### src/rtl/spi_arb_pkg.sv
// Shared definitions for the SPI transaction arbiter: controller state
// encoding, default sizing and the word returned when a response times out.
package spi_arb_pkg;

    typedef enum logic [1:0] {
        IDLE     = 2'd0,
        SEND     = 2'd1,
        WAIT_RSP = 2'd2,
        DELIVER  = 2'd3
    } arb_state_t;

    localparam int DEFAULT_DATA_WIDTH     = 32;
    localparam int DEFAULT_TIMEOUT_CYCLES = 4096;

    // All-ones error word; sliced down to DATA_WIDTH (up to 64 bits) at use.
    localparam logic [63:0] ERR_WORD = '1;

    // Index width for a vector of n entries, never narrower than one bit.
    function automatic int idx_width(input int n);
        return (n > 1) ? $clog2(n) : 1;
    endfunction

endpackage

### src/rtl/spi_arbiter_rr_picker.sv
// Round-robin search: returns the first asserted request at or above ptr,
// wrapping past the top index back to zero.
module rr_picker
    import spi_arb_pkg::*;
#(
    parameter int N_REQ = 4,
    parameter int IDX_W = idx_width(N_REQ)
) (
    input  logic [N_REQ-1:0] req,
    input  logic [IDX_W-1:0] ptr,
    output logic             any,
    output logic [IDX_W-1:0] idx
);

    logic [2*N_REQ-1:0] req_twice;
    logic [N_REQ-1:0]   req_rot;

    // Rotate the request vector so bit j of req_rot is requester (ptr+j) mod N_REQ.
    always_comb begin
        req_twice = {req, req};
        req_rot   = N_REQ'(req_twice >> ptr);
    end

    // Scan from the highest offset down so the smallest offset from ptr wins.
    always_comb begin
        any = |req;
        idx = '0;
        for (int j = N_REQ - 1; j >= 0; j--) begin
            if (req_rot[j]) begin
                idx = IDX_W'((int'(ptr) + j) % N_REQ);
            end
        end
    end

endmodule

### src/rtl/spi_arbiter.sv
// Arbitrates N_REQ requesters onto one SPI command/response channel. One
// transaction is in flight at a time: accept a command, forward it to the
// SPI master, wait (with timeout) for the reply, then hand the reply back to
// the requester that issued it. Grants rotate round-robin after each reply.
module spi_arbiter
    import spi_arb_pkg::*;
#(
    parameter int N_REQ          = 4,
    parameter int DATA_WIDTH     = DEFAULT_DATA_WIDTH,
    parameter int TIMEOUT_CYCLES = DEFAULT_TIMEOUT_CYCLES,
    localparam int IDX_W         = idx_width(N_REQ),
    localparam int CNT_W         = (TIMEOUT_CYCLES > 1) ? $clog2(TIMEOUT_CYCLES) : 1
) (
    input  logic                        clk,
    input  logic                        rst,
    input  logic [N_REQ*DATA_WIDTH-1:0] req_data_i,
    input  logic [N_REQ-1:0]            req_valid_i,
    output logic [N_REQ-1:0]            req_ready_o,
    output logic [DATA_WIDTH-1:0]       rsp_data_o,
    output logic [N_REQ-1:0]            rsp_valid_o,
    output logic                        rsp_err_o,
    input  logic [N_REQ-1:0]            rsp_ready_i,
    output logic [DATA_WIDTH-1:0]       sdo_data_o,
    output logic                        sdo_valid_o,
    input  logic                        sdo_ready_i,
    input  logic [DATA_WIDTH-1:0]       sdi_data_i,
    input  logic                        sdi_valid_i,
    output logic                        sdi_ready_o,
    output logic [IDX_W-1:0]            grant_o,
    output logic                        busy_o
);

    arb_state_t       state;
    logic [IDX_W-1:0] ptr;
    logic [CNT_W-1:0] wait_cnt;
    logic             pick_any;
    logic [IDX_W-1:0] pick_idx;

    rr_picker #(
        .N_REQ (N_REQ),
        .IDX_W (IDX_W)
    ) u_picker (
        .req (req_valid_i),
        .ptr (ptr),
        .any (pick_any),
        .idx (pick_idx)
    );

    // Outputs that follow directly from the current state.
    assign sdo_valid_o = (state == SEND);
    assign sdi_ready_o = (state == WAIT_RSP);
    assign busy_o      = (state != IDLE);

    // Accept strobe goes to the round-robin winner only while idle and out of reset.
    always_comb begin
        req_ready_o = '0;
        if (!rst && state == IDLE && pick_any) begin
            req_ready_o[pick_idx] = 1'b1;
        end
    end

    // Response valid is steered to the granted requester while delivering.
    always_comb begin
        rsp_valid_o = '0;
        if (state == DELIVER) begin
            rsp_valid_o[grant_o] = 1'b1;
        end
    end

    // Transaction controller: accept, send, wait with timeout, deliver.
    always_ff @(posedge clk or posedge rst) begin
        if (rst) begin
            state      <= IDLE;
            ptr        <= '0;
            grant_o    <= '0;
            wait_cnt   <= '0;
            sdo_data_o <= '0;
            rsp_data_o <= '0;
            rsp_err_o  <= 1'b0;
        end else begin
            case (state)
                IDLE: begin
                    if (pick_any) begin
                        grant_o    <= pick_idx;
                        sdo_data_o <= req_data_i[pick_idx*DATA_WIDTH +: DATA_WIDTH];
                        state      <= SEND;
                    end
                end
                SEND: begin
                    if (sdo_ready_i) begin
                        wait_cnt <= '0;
                        state    <= WAIT_RSP;
                    end
                end
                WAIT_RSP: begin
                    if (sdi_valid_i) begin
                        rsp_data_o <= sdi_data_i;
                        rsp_err_o  <= 1'b0;
                        state      <= DELIVER;
                    end else if (wait_cnt == CNT_W'(TIMEOUT_CYCLES - 1)) begin
                        rsp_data_o <= DATA_WIDTH'(ERR_WORD);
                        rsp_err_o  <= 1'b1;
                        state      <= DELIVER;
                    end else begin
                        wait_cnt <= wait_cnt + CNT_W'(1);
                    end
                end
                DELIVER: begin
                    if (rsp_ready_i[grant_o]) begin
                        ptr   <= (grant_o == IDX_W'(N_REQ - 1)) ? '0 : grant_o + IDX_W'(1);
                        state <= IDLE;
                    end
                end
                default: state <= IDLE;
            endcase
        end
    end

endmodule
### config.mk
export PLATFORM = sky130hd
export DESIGN_NAME = spi_arbiter
export DESIGN_NICKNAME = d
export VERILOG_FILES = /design/src/rtl/spi_arb_pkg.sv /design/src/rtl/spi_arbiter_rr_picker.sv /design/src/rtl/spi_arbiter.sv
export SDC_FILE = /design/constraint.sdc
export NUM_CORES = 1
export LEC_CHECK = 0
export ABC_CLOCK_PERIOD_IN_PS = 6200
export CORE_MARGIN = 4
export CORE_UTILIZATION = 42
export DETAILED_ROUTE_END_ITERATION = 8
export HOLD_SLACK_MARGIN = 0.1
export PLACE_DENSITY = 0.88
export SETUP_SLACK_MARGIN = 0.05
export SYNTH_ARGS = -nofsm -noshare
export SYNTH_HDL_FRONTEND = slang
export SYNTH_SLANG_ARGS = --single-unit
### constraint.sdc
create_clock -name clk -period 6.2 [get_ports clk]
set_clock_uncertainty 0.05 [all_clocks]
set_input_delay 0.62 -clock clk [delete_from_list [all_inputs] [get_ports clk]]
set_output_delay 0.62 -clock clk [all_outputs]
set_load 0.01 [all_outputs]
; Word-level counts from Yosys, hierarchy flattened
; Cells that the tools add are included.
[classes]
n_addsub = 5
order_cmp = 4
n_eq_ne = 11
shift = 2
muxes = 27
reduce_logical = 15
[ops]
columns = operator, count
row1 = $shiftx A128 B8 Y32, 1
row2 = $mux W32, 2
row3 = $mux W12, 3
row4 = $pmux W12 S2, 1
row5 = $mux W2, 10
row6 = $add A12 B1 Y12 const B, 1
row7 = $eq A12 B12 Y1 const B, 1
row8 = $mux W4, 2
row9 = $pmux W2 S4, 1
row10 = $reduce_and A4 Y1, 2
row11 = $shr A8 B2 Y4, 1
row12 = $eq A2 B2 Y1 const B, 3
row13 = $lt A2 B3 Y1 const B, 2
row14 = $ne A2 B2 Y1 const B, 3
row15 = $reduce_and A2 Y1, 3
row16 = $reduce_bool A2 Y1, 3
row17 = $mux W1, 5
row18 = $add A2 B1 Y2 const B, 2
row19 = $add A2 B2 Y2 const B, 2
row20 = $demux W1 S2, 2
row21 = $ge A2 B1 Y1 const B, 2
row22 = $logic_and A1 B1 Y1, 4
row23 = $ne A2 B1 Y1 const B, 2
row24 = $reduce_or A4 Y1, 1
row25 = other kinds (5), 5
[totals]
ff_bits = 83
out_inout_bits = 78
word_cells = 71

; Depth between registers and ports, before layout
[depth]
ltp_word = 10
mapped_depth = 8
mapped_depth_nobuf = 7

; Modules after synthesis
; Synthesis repeated with hierarchy kept, for this count alone.
[hier_totals]
hier_cells = 362
area_unflattened_um2 = 4563.1
[by_module_without_submodules]
columns = mod, n_inst, cells_each, area_each_um2, seq_area_each_um2
row1 = spi_arbiter, 1, 347, 4485.6, 2077.0
row2 = rr_picker, 1, 15, 77.6, 0.0

; Worst setup path before layout
; OpenSTA, ideal clock, no wires.
[synth_timing]
path_type = input to output
start = input port req_valid_i[2]
end = output port req_ready_o[1]
t_arrival_ns = 1.824
t_required_ns = 5.530
slack_ns = 3.706
stages = 6
path_buffers = 2
cell_sequence = nor2b_4 -> a21o_1 -> a211o_1 -> buf_2 -> buf_2 -> nor4_1
[synth_via]
elab_chain_cells = 10
word_cells_on_any_way = 13
[synth_lines]
columns = item, line_no
row1 = start: declaration, spi_arbiter.sv:17  ; input logic [N_REQ-1:0] req_valid_i,
row2 = $shr A8 B2 Y4, spi_arbiter_rr_picker.sv:21  ; req_rot = N_REQ'(req_twice >> ptr);
row3 = $mux W2 (4 in series), spi_arbiter_rr_picker.sv:29  ; if (req_rot[j]) begin
row4 = $lt A2 B3 Y1 (implied by the code) or $ge A2 B1 Y1 (tied branches), spi_arbiter.sv:58  ; req_ready_o[pick_idx] = 1'b1;
row5 = $logic_and A1 B1 Y1 (implied by the code), spi_arbiter.sv:58
row6 = $mux W1 (implied by the code), spi_arbiter.sv:58
row7 = $demux W1 S2, spi_arbiter.sv:58
row8 = $mux W4 (*), spi_arbiter.sv:57  ; if (!rst && state == IDLE && pick_any) begin
row9 = end: declaration, spi_arbiter.sv:18  ; output logic [N_REQ-1:0] req_ready_o,
; Mark *: on every way between the ends. The rest lies on a longest branch, timed or not.

; Worst setup path after layout
[layout_timing]
start = input port req_valid_i[1]
end = output port req_ready_o[0]
; The elaborated chain is that of the path after synthesis.

==> qor.yml <==
status: "finished clean"
min_from: "sdo_data_o[3]"
pin_count: 250
cts_tree: "yes"
wl_met3_um: 912
powerDensity_mw_per_mm2: 409
ys_ff_latch: 83
r2r_end: "sdo_data_o[12]"
core_area_mm2: 0.00991
post_cts_buffers: 0
grt_pass1_wl_mm: 22.9
cp_slowest_cell: "a211o_4"
r2r_cells: 6
highest_layer: "met4"
drtIter0Drc: 245
holdPathStages: 2
rrSetupSlack_ns: 3.41
dieArea_mm2: 0.0120
async_flop_share: 1.00
finalHoldViolations: 0
p_total_mw: 2.91
grt_pass1_vias: 4297
critical_path.top_delay_family: "buffers and inverters"
final-max-slew-violation-count: 0
yosysTopAreaCellShare: 0.480
synth_edf_count: 0
start_util: 0.437
cpPeakStageDelay_ns: 0.81
fin_crit_sh: 0.629
yosys-top-cells-area: "dfrtp_1, mux2i_1, o221ai_1"
cts_hold_buf: 0
cts_sinks: 83
overflow: 0
yosysWarnings: 0
required_ns: 5.53
cp_num_buf_inv: 2
antenna_found_initial: 0
synthesis.area_mm2: 0.00433
yosysSeqAreaShare: 0.480
clk_pin_slew_ns: 0.07
final_core_util: 0.717
grt_max_degree: 84
port_buffers: 249
routed_wl_mm: 15.5
synthFlopType: "dfrtp_1"
syn-num-nets: 567
fmax_mhz: 257
clk_path_buf_depth: 2
wl_met1_mm: 6.20
critPathKind: "input pin to primary output"
detail_route.wl_per_cell_um: 20.3
min_period_ns: 3.90
placedCellCount: 743
tightest_slew_ns: 1.29
clock_latency_ns: 0.34
start_kind: "input pin"
synth_cell_types: 43
cap_viol_max_count: 0
num-nets-final: 802
drive_gt1_frac: 0.0463
vias: 4182
path_cells: "clkdlybuf4s50_1, nand2b_1, a21oi_1, a211o_4, nor4b_1, clkdlybuf4s50_1"
die_w_um: 109
place_congestion: 0.878
rows: 36
yosysTopAreaCell: "dfrtp_1"
ant_nets: 0
post_cts_resized: 0
die_h_um: 109
cts-root-buf: "clkbuf_8"
relSlewSlack: 0.141
hold_path_class: "flop to flop"
dp_hpwl_mm: 11.8
setup_viol: 0
stdcell_count: 760
cts_buffers: 9
irDropWorstVdd_mv: 0.241
power.leakage_nw: 3.04
avgSynthCellArea_um2: 11.2
wl_met2_mm: 8.00
netlist_instances: 386
worstPathArrival_ns: 3.23
area_growth_pct: 64.3
rr_startpoint: "state[0]"
track_usage: 0.249
cp-end-kind: "primary output"
drt_pre_antenna_iters: 4
rsz0062_at_grt: "no"
hold_end: "sdo_data_o[3]"
tns_ns: 0
drc: 0
cts-htree-levels: 3
cp_max_fo: 69
path_common_cell: "clkdlybuf4s50_1"
viasPerCell: 5.50
[synth_stat cells, types with 3 or more instances]
library cell / instances
nor2_1: 7
nand2_1: 46
nand3_1: 3
nand4_1: 3
buf_2: 12
o21ai_0: 3
dfrtp_1: 83
a31oi_1: 3
nand2b_1: 5
and4_1: 3
clkbuf_1: 13
o22a_1: 32
and2_1: 5
xor2_1: 4
nor2b_1: 3
inv_1: 11
nor4_1: 5
ha_1: 9
a21boi_0: 3
mux2i_1: 65
o221ai_1: 32
a21oi_1: 7
[registers in the layout (all words and copies together), names as in the netlist]
| name | cells |
|---|---|
| ptr | 2 |
| sdo_data_o | 32 |
| rsp_data_o | 32 |
| state | 2 |
| wait_cnt | 12 |
| rsp_err_o | 1 |
| grant_o | 2 |
[worst min-delay path, cell delays in order, from the launching register on]
cell	delay, ns
dfrtp_1	0.35
nand2_1	0.05
o221ai_1	0.06
[stage by stage]
step	setup slack, ns	instance area (um^2)	hold slack (ns)
2_1_floorplan	3.39	4330	0.443
3_3_place_gp	2.40	6880	0.419
3_5_place_dp	2.29	6880	0.422
4_1_cts	2.28	7110	0.444
5_1_grt	2.10	7110	0.450
6_report	2.30	7110	0.445
[worst max path at each step]
stage / from / end / depth (start not counted)
detailed placement: req_valid_i[1] / req_ready_o[0] / 6
floorplan: rst / grant_o[0] / 1
finish: req_valid_i[1] / req_ready_o[0] / 6
global route: req_valid_i[1] / req_ready_o[2] / 6
CTS: req_valid_i[1] / req_ready_o[0] / 6
global placement: req_valid_i[1] / req_ready_o[2] / 6
[cell type report]
type	instances	area, um^2
fillers	737	2800
repair buffers	252	2510
multi-input cells	264	2080
flip-flops and latches	83	2080
clock buffers	13	179
well taps	133	166
clock inverters	3	43.8
inverters	11	42.5
diodes	1	2.50
[layout by cell type, fill, tap and decap left out, types with 3 or more instances in the layout]
cell type and instances:
and2_1 5, nand4_1 3, a21boi_0 3, ha_1 9, clkdlybuf4s50_1 249, nor2b_1 3, a21oi_1 7, mux2i_1 65
xor2_1 4, nand2b_1 5, a31oi_1 3, nor2_1 7, buf_4 3, o22a_1 32, inv_1 10, nand3_1 3
nor4_1 5, clkbuf_8 13, o21ai_0 3, dfrtp_1 83, o221ai_1 32, nand2_1 46, and4_1 3
[where the power goes]
group / switching [mW] / total, mW / internal, mW
registers: 0.154 / 0.921 / 0.767
logic: 0.731 / 1.56 / 0.828
clock network: 0.196 / 0.427 / 0.231
[cells by family (layout without fill, tap and decap cells)]
group / after synthesis / count (layout) / share of synthesized area
other: 0 / 1 / 0
flip-flops: 83 / 83 / 0.480
multiplexers: 68 / 68 / 0.161
AO/OA/AOI/OAI: 94 / 94 / 0.180
AND/OR/NAND/NOR: 88 / 88 / 0.102
XOR/XNOR: 5 / 5 / 0.0101
adder cells (fa/ha/maj): 9 / 9 / 0.0260
buffers and inverters: 39 / 279 / 0.0408
[per-layer routing]
metal / global-route usage / vias up
li1: - / 1931
met1: 0.316 / 2074
met2: 0.420 / 153
met3: 0.0570 / 24
met4: 0.0837 / 0
met5: 0 / -
No activity file was read; power rests on OpenSTA's default activity.
